`config.mk`:
```
export PLATFORM = sky130hd
export DESIGN_NAME = oddr_tx_link_ctrl
export DESIGN_NICKNAME = d
export VERILOG_FILES = /design/src/rtl/oddr_tx_link_ctrl.sv
export SDC_FILE = /design/constraint.sdc
export NUM_CORES = 1
export LEC_CHECK = 0
export CAP_MARGIN = 20
export CORE_MARGIN = 8
export CORE_UTILIZATION = 45
export CTS_CLUSTER_SIZE = 20
export DETAILED_ROUTE_END_ITERATION = 6
export PLACE_DENSITY = 0.7
export RECOVER_POWER = 25
export SYNTH_ARGS = -nofsm -noshare
export SYNTH_HDL_FRONTEND = slang
export SYNTH_SLANG_ARGS = --single-unit
```
`constraint.sdc`:
```
create_clock -name clk_s -period 2 [get_ports clk_s]
set_input_delay 0.4 -clock clk_s [delete_from_list [all_inputs] [get_ports clk_s]]
set_output_delay 0.4 -clock clk_s [all_outputs]
set_load 0.01 [all_outputs]
```
`src/rtl/oddr_tx_link_ctrl.sv`:
```
// Startup/recovery sequencer for the 4-lane DDR x4 transmit gearing path:
// waits for stable PLL lock, sequences gear_reset/hsxx_clk_en, retries on ready timeout.
module oddr_tx_link_ctrl #(
  parameter int LOCK_STABLE_CYC   = 16,
  parameter int RESET_HOLD_CYC    = 8,
  parameter int READY_TIMEOUT_CYC = 64,
  parameter int MAX_RETRY         = 2
) (
  input  logic                               clk_s,
  input  logic                               reset,
  input  logic                               start_req,
  input  logic                               lock_chk,
  input  logic                               tx_ready,
  output logic                               gear_reset,
  output logic                               hsxx_clk_en,
  output logic                               link_up,
  output logic                               fail,
  output logic [$clog2(MAX_RETRY+1)-1:0]     retry_cnt,
  output logic [2:0]                         state_o
);

  localparam int CYC_MAX_A = (LOCK_STABLE_CYC > RESET_HOLD_CYC) ? LOCK_STABLE_CYC : RESET_HOLD_CYC;
  localparam int CYC_MAX   = (CYC_MAX_A > READY_TIMEOUT_CYC) ? CYC_MAX_A : READY_TIMEOUT_CYC;
  localparam int CNT_W     = (CYC_MAX > 1) ? $clog2(CYC_MAX) : 1;
  localparam int RC_W      = $clog2(MAX_RETRY + 1);

  localparam logic [CNT_W-1:0] LOCK_LAST  = CNT_W'(LOCK_STABLE_CYC - 1);
  localparam logic [CNT_W-1:0] HOLD_LAST  = CNT_W'(RESET_HOLD_CYC - 1);
  localparam logic [CNT_W-1:0] TO_LAST    = CNT_W'(READY_TIMEOUT_CYC - 1);
  localparam logic [CNT_W-1:0] CNT_SAT    = {CNT_W{1'b1}};
  localparam logic [RC_W-1:0]  RETRY_LAST = RC_W'(MAX_RETRY);

  typedef enum logic [2:0] {
    S_IDLE       = 3'd0,
    S_WAIT_LOCK  = 3'd1,
    S_RST_HOLD   = 3'd2,
    S_WAIT_READY = 3'd3,
    S_RUN        = 3'd4,
    S_FAIL       = 3'd5
  } state_t;

  state_t            state_q, state_d;
  logic [CNT_W-1:0]  cnt_q, cnt_d;
  logic [RC_W-1:0]   retry_q, retry_d;
  logic              gear_reset_q, gear_reset_d;
  logic              hsxx_clk_en_q, hsxx_clk_en_d;
  logic              link_up_q, link_up_d;
  logic              fail_q, fail_d;
  logic              lock_meta_q, lock_s_q;
  logic              ready_meta_q, ready_s_q;

  // Two-flop synchronisers for the asynchronous lock and ready inputs
  always_ff @(posedge clk_s or posedge reset) begin
    if (reset) begin
      lock_meta_q  <= 1'b0;
      lock_s_q     <= 1'b0;
      ready_meta_q <= 1'b0;
      ready_s_q    <= 1'b0;
    end else begin
      lock_meta_q  <= lock_chk;
      lock_s_q     <= lock_meta_q;
      ready_meta_q <= tx_ready;
      ready_s_q    <= ready_meta_q;
    end
  end

  always_ff @(posedge clk_s or posedge reset) begin
    if (reset) begin
      state_q       <= S_IDLE;
      cnt_q         <= '0;
      retry_q       <= '0;
      gear_reset_q  <= 1'b1;
      hsxx_clk_en_q <= 1'b0;
      link_up_q     <= 1'b0;
      fail_q        <= 1'b0;
    end else begin
      state_q       <= state_d;
      cnt_q         <= cnt_d;
      retry_q       <= retry_d;
      gear_reset_q  <= gear_reset_d;
      hsxx_clk_en_q <= hsxx_clk_en_d;
      link_up_q     <= link_up_d;
      fail_q        <= fail_d;
    end
  end

  always_comb begin
    state_d = state_q;
    retry_d = retry_q;
    cnt_d   = (cnt_q == CNT_SAT) ? cnt_q : cnt_q + 1'b1;

    if (!start_req) begin
      state_d = S_IDLE;
      retry_d = '0;
    end else if (!lock_s_q &&
                 (state_q == S_RST_HOLD || state_q == S_WAIT_READY || state_q == S_RUN)) begin
      state_d = S_WAIT_LOCK;
      retry_d = '0;
    end else begin
      unique case (state_q)
        S_IDLE: begin
          state_d = S_WAIT_LOCK;
        end
        S_WAIT_LOCK: begin
          // Any unlocked cycle restarts the stability window
          if (!lock_s_q)              cnt_d   = '0;
          else if (cnt_q == LOCK_LAST) state_d = S_RST_HOLD;
        end
        S_RST_HOLD: begin
          if (cnt_q == HOLD_LAST) state_d = S_WAIT_READY;
        end
        S_WAIT_READY: begin
          if (ready_s_q) begin
            state_d = S_RUN;
          end else if (cnt_q == TO_LAST) begin
            if (retry_q == RETRY_LAST) begin
              state_d = S_FAIL;
            end else begin
              state_d = S_RST_HOLD;
              retry_d = retry_q + 1'b1;
            end
          end
        end
        S_RUN: begin
          cnt_d = '0;
          // A lost ready starts a fresh attempt rather than consuming a retry
          if (!ready_s_q) begin
            state_d = S_RST_HOLD;
            retry_d = '0;
          end
        end
        S_FAIL: begin
          cnt_d = '0;
        end
        default: begin
          state_d = S_IDLE;
          retry_d = '0;
        end
      endcase
    end

    if (state_d == S_IDLE || state_d != state_q) cnt_d = '0;

    hsxx_clk_en_d = (state_d == S_WAIT_READY) || (state_d == S_RUN);
    gear_reset_d  = !hsxx_clk_en_d;
    link_up_d     = (state_d == S_RUN);
    fail_d        = (state_d == S_FAIL);
  end

  assign gear_reset  = gear_reset_q;
  assign hsxx_clk_en = hsxx_clk_en_q;
  assign link_up     = link_up_q;
  assign fail        = fail_q;
  assign retry_cnt   = retry_q;
  assign state_o     = state_q;

endmodule

```
; Yosys cells after proc, flatten, opt, wreduce, memory -nomap -nowiden
; Index checks and enable logic that the tools add are counted.
[op_classes]
add_sub_neg = 2
eq_ne = 18
muxes = 23
n_reduce_logical = 12
[op_table]
columns = op, count
row1 = two-way mux 6 bit, 5
row2 = two-way mux 3 bit, 9
row3 = one-hot mux 3 bit (6 select lines), 1
row4 = "== test 3 bit, second input constant", 4
row5 = two-way mux 2 bit, 6
row6 = one-hot mux 6 bit (2 select lines), 1
row7 = "== test 3 x 2 -> 1 bit, second input constant", 3
row8 = "inequality test 4 x 3 -> 1 bit, second input constant", 2
row9 = "adder 6 x 1 -> 6 bit, second input constant", 1
row10 = "== test 6 x 3 -> 1 bit, second input constant", 1
row11 = "== test 6 x 4 -> 1 bit, second input constant", 1
row12 = "== test 6 bit, second input constant", 1
row13 = zero test 3 bit, 2
row14 = one-hot mux 2 bit (3 select lines), 1
row15 = AND reduction 5 bit, 1
row16 = logical OR 1 bit, 4
row17 = "inequality test 4 x 2 -> 1 bit, second input constant", 1
row18 = "inequality test 4 bit, second input constant", 1
row19 = OR reduction 4 bit, 1
row20 = "== test 3 x 1 -> 1 bit, second input constant", 1
row21 = "inequality test 3 x 2 -> 1 bit, second input constant", 1
row22 = inequality test 3 bit, 1
row23 = "adder 2 x 1 -> 2 bit, second input constant", 1
row24 = "== test 2 bit, second input constant", 1
row25 = other kinds (3), 4
[word_totals]
regBits = 19
inputBits = 5
out_inout_bits = 9
elab_cells = 66

; Longest topological paths before layout
[logic_depth]
ltp_word = 10
depth_mapped = 7
ltp_nobuf = 6

; Worst setup path after synthesis
; No wires, ideal clock.
[synth_timing]
path_kind = register to register
start = reg cnt_q[0]
end = reg hsxx_clk_en_q (netlist: hsxx_clk_en)
setup_ps = 128
arrival_ps = 1727
required_time_ps = 1872
slack_ps = 145
path_stages_with_launch = 8
n_path_buf = 2
synth_period_minus_slack_ps = 1855
path_cell_list = dfrtp_1 ha_1 and4_1 buf_4 nand3b_1 a32oi_1 buf_6 mux2_1
[synth_via]
elab_chain_len = 8
elab_cells_between_ends = 14
cone_classes = eq/ne (5) / mux (8) / reduce/logical (1)
[synth_rtl]
columns = element, line_no
row1 = start: declaration, 43  ; logic [CNT_W-1:0] cnt_q, cnt_d;
row2 = start signal: assignment, 78  ; cnt_q <= cnt_d;
row3 = == test 6 bit / == test 6 x 4 -> 1 bit (equally long branches), "115, 107"
row4 = two-way mux 3 bit (on tied branches), "115, 107"
row5 = two-way mux 3 bit (on tied branches), "113, 106"
row6 = one-hot mux 3 bit (6 select lines) *, 100  ; unique case (state_q)
row7 = two-way mux 3 bit *, 95  ; end else if (!lock_s_q &&
row8 = two-way mux 3 bit *, 92  ; if (!start_req) begin
row9 = == test 3 x 2 -> 1 bit / == test 3 bit (equally long branches), 144  ; hsxx_clk_en_d = (state_d == S_WAIT_READY) || (state_d == S_RUN);
row10 = logical OR 1 bit *, 144
row11 = via hsxx_clk_en_d, 46  ; logic hsxx_clk_en_q, hsxx_clk_en_d;
row12 = end signal: assignment, 81  ; hsxx_clk_en_q <= hsxx_clk_en_d;
row13 = end: declaration, 46
; The timed path passes the listed nets; every way through them passes the cells marked *.
; A chain may end at the register's enable or synchronous reset.

; Worst setup path in the final report
[layout_timing]
start = in start_req
end = reg cnt_q[2]
[layout_via]
elab_chain_len = 4
elab_cells_between_ends = 6
cone_classes = eq/ne (1) / mux (3) / reduce/logical (2)
[layout_rtl]
columns = element, line_no
row1 = start: declaration, 11  ; input logic start_req,
row2 = two-way mux 3 bit, 92
row3 = inequality test 3 bit / zero test 3 bit (equally long branches), 142  ; if (state_d == S_IDLE || state_d != state_q) cnt_d = '0;
row4 = logical OR 1 bit, 142
row5 = two-way mux 6 bit *, 142
row6 = via cnt_d[2], 43
; Marks and branches as above.

==> run summary <==
GRT Util Overall - 13.91%
Final setup margin - 0.03727 ns
Die area - 4407 sq um
Worst R2R Path Depth - 6
Final Max Tran Viols - 0
Layout fillers - 199
Hold Path Cell Cnt - 0
PD cells - 443.2 nW/um^2
Post-Syn Area - 1142 sq um
Synth top area share - 39.43%
Clock Latency Late Sink - 0.28 ns
Max-Cap Viols - 0
Total chip power - 667.6 uW
Initial Utilization - 46.97%
WL final - 2897 um
Seq/Total Area, Yosys - 41.73%
RSZ-0062 raised after global routing - true
Tightest Pin Transition - 0.9685 ns
H-tree depth - 1
CTS tree - built
Worst hold start - ready_meta_q
Cts bufs inserted - 3
Yosys Warn Count - 0
Detailed-route DRC error count - 0
Worst setup EP type - flop
Startpoint Class - input pin
Final setup viols - 0
Worst slew margin - 35.43%
Crit path max fanout - 6
Number of synthesized flops with an enable pin - 0
F_max - 509.5 MHz
Routability cong. - 0.8419
Cell variety after synth - 45
Vias in the first global route - 1054
First-pass GRT wire length - 4905 um
Placed Area - 1444 sq um
Post-detail-place hpwl - 2156 um
Iter 0 DRT Violations - 60
Share of synthesized flip-flops with an asynchronous set or reset - 100.0%
Core Rows - 18
Postcts setup bufs - 0
Hold EP - ready_s_q
Critical path origin - start_req
Fin crit share - 98.14%
R2R Setup Slk - 0.07 ns
Clock transition at path regs - 0.10 ns
Largest cells by area after synthesis - dfrtp_1 (39%), a2111oi_2 (7.9%), a2111oi_4 (2.4%)
Clock skew - 0.002391 ns
Flops & latches, synth - 19
Crit path time final - 1.963 ns
Area growth syn-to-layout - 31.87%
Die height - 66.39 um
Main synth FF type - dfrtp_1
Initial antenna violation count - 0
Crit path kind - input pin to flop
Largest net degree at the start of global routing - 20
CP arrival - 2.14 ns
Leak - 0.0006067 uW
Avg Cell Area, Syn - 10.88 sq um
Final Hold Viols - 0
Layout net count - 146
CTS sink cnt - 19
Via count - 998
Most frequent cell after synthesis - dfrtp_1
Global route overflow - 0
Clock Path Buffers - 2
Multi-input logic area - 633.1 sq um
Die X - 66.39 um
IO Port Bufs - 13
Hold buffer count at cts - 0
DRT Pass-1 Iters - 4
Fin area - 1506 sq um
R2r endpoint - retry_cnt[1]
Dominant cell type by area after synthesis - dfrtp_1
Clock Root Buffer - clkbuf_4
I/O Pins - 14
Pre-CTS setup slack - -0.3325 ns
# diodes - 0
Reg-to-reg startpoint - cnt_q[0]
Reg area - 476.7 sq um
WL/cell - 17.24 um
Syn Nets - 112
Cells after Synth - 105
Fraction of layout cells with a size suffix above 1 - 31.88%
Req. time, crit path - 2.18 ns
Via/cell ratio - 5.940
Status - finished clean
Post-route ant nets - 0
Worst min path class - flop to flop
Core area - 2432 sq um
Peak VDD IR - 0.4515 mV
Top cells by count, synth - dfrtp_1 (18), a2111oi_2 (6), inv_1 (6), a21oi_1 (5)
-- critical path, cell delays in order --
cell	delay, ns
clkdlybuf4s50_1	0.48
buf_4	0.13
a21bo_1	0.22
a2111oi_4	0.38
nand3_4	0.20
a2111oi_2	0.32
-- cell usage in the layout (no fill, tap or decap), drive strengths merged, types with 2 or more instances in the layout --
master and count:
xnor2 2, clkbuf 5, buf 23, and4 2, o21ai 5, nor2b 4
ha 2, nand4b 2, a2111oi 7, nand3 4, a31oi 2, mux2i 2
nor2 3, o22ai 2, dfrtp 18, dlygate4sd3 3, nand2 4, mux2 2
inv 6, a32oi 2, a21oi 6, clkdlybuf4s50 10, or4 3, nand3b 2
and2 2
-- metal layers --
layer | wire length, um | vias to the layer above | GRT usage, % | part of all wire (%)
met3 | 203 | 4 | 2.881 | 7.0
li1 | - | 465 | - | -
met5 | 0 | - | 0 | 0
met1 | 1251 | 487 | 17.56 | 43
met2 | 1405 | 42 | 22.80 | 48
met4 | 36 | 0 | 4.800 | 1.2
-- stage by stage --
step           util, %  instances  setup TNS [ns]  hold WS, ns
2_1_floorplan        -        105               0       0.3312
3_3_place_gp     59.36        164          -2.518       0.3322
3_5_place_dp     59.36        164          -3.049       0.3355
4_1_cts          61.21        168               0       0.3582
5_1_grt          61.93        168         -0.1206       0.3689
6_report         61.93        168               0       0.3566
-- report_power, final --
part	internal [uW]	switching, uW
clock	77.3	102
sequential	391	7.16
combinational	40.2	49.5
-- layout make-up --
cell class              instances  area share [%]
well taps                      30           2.492
flip-flops and latches         19           31.64
inverters                       6           1.495
repair buffers                 37           20.60
clock buffers                   4           1.744
multi-input cells              72           42.03
-- sequential cells by signal (all words and copies together), names as in the netlist --
signal        count
gear_reset        1
ready_meta_q      1
cnt_q             6
fail              1
lock_meta_q       1
retry_cnt         2
link_up           1
lock_s_q          1
state_o           3
hsxx_clk_en       1
ready_s_q         1
-- worst max path at each step --
stage	end	depth (start not counted)
3_3_place_gp	gear_reset	6
6_report	cnt_q[2]	6
5_1_grt	cnt_q[1]	6
2_1_floorplan	hsxx_clk_en	7
3_5_place_dp	gear_reset	6
4_1_cts	cnt_q[2]	5
-- what timing repair did --
item / 4_1_cts / 5_1_grt
hold endpoints to repair: 0 / 0
gates resized for setup: 2 / 5
pin swaps: 2 / 1
endpoints found under the setup margin: 11 / 11
-- logic make-up (layout without fill, tap and decap cells) --
kind of cell,Yosys count,count (layout),share of synthesized area [%]
simple gates,34,34,20.92
compound gates,29,29,23.11
flops,19,19,41.73
buf+inv,14,47,6.024
mux,4,4,3.724
xor+xnor,3,3,2.301
fa+ha+maj,2,2,2.190
Power figures use the tool's default switching activity.
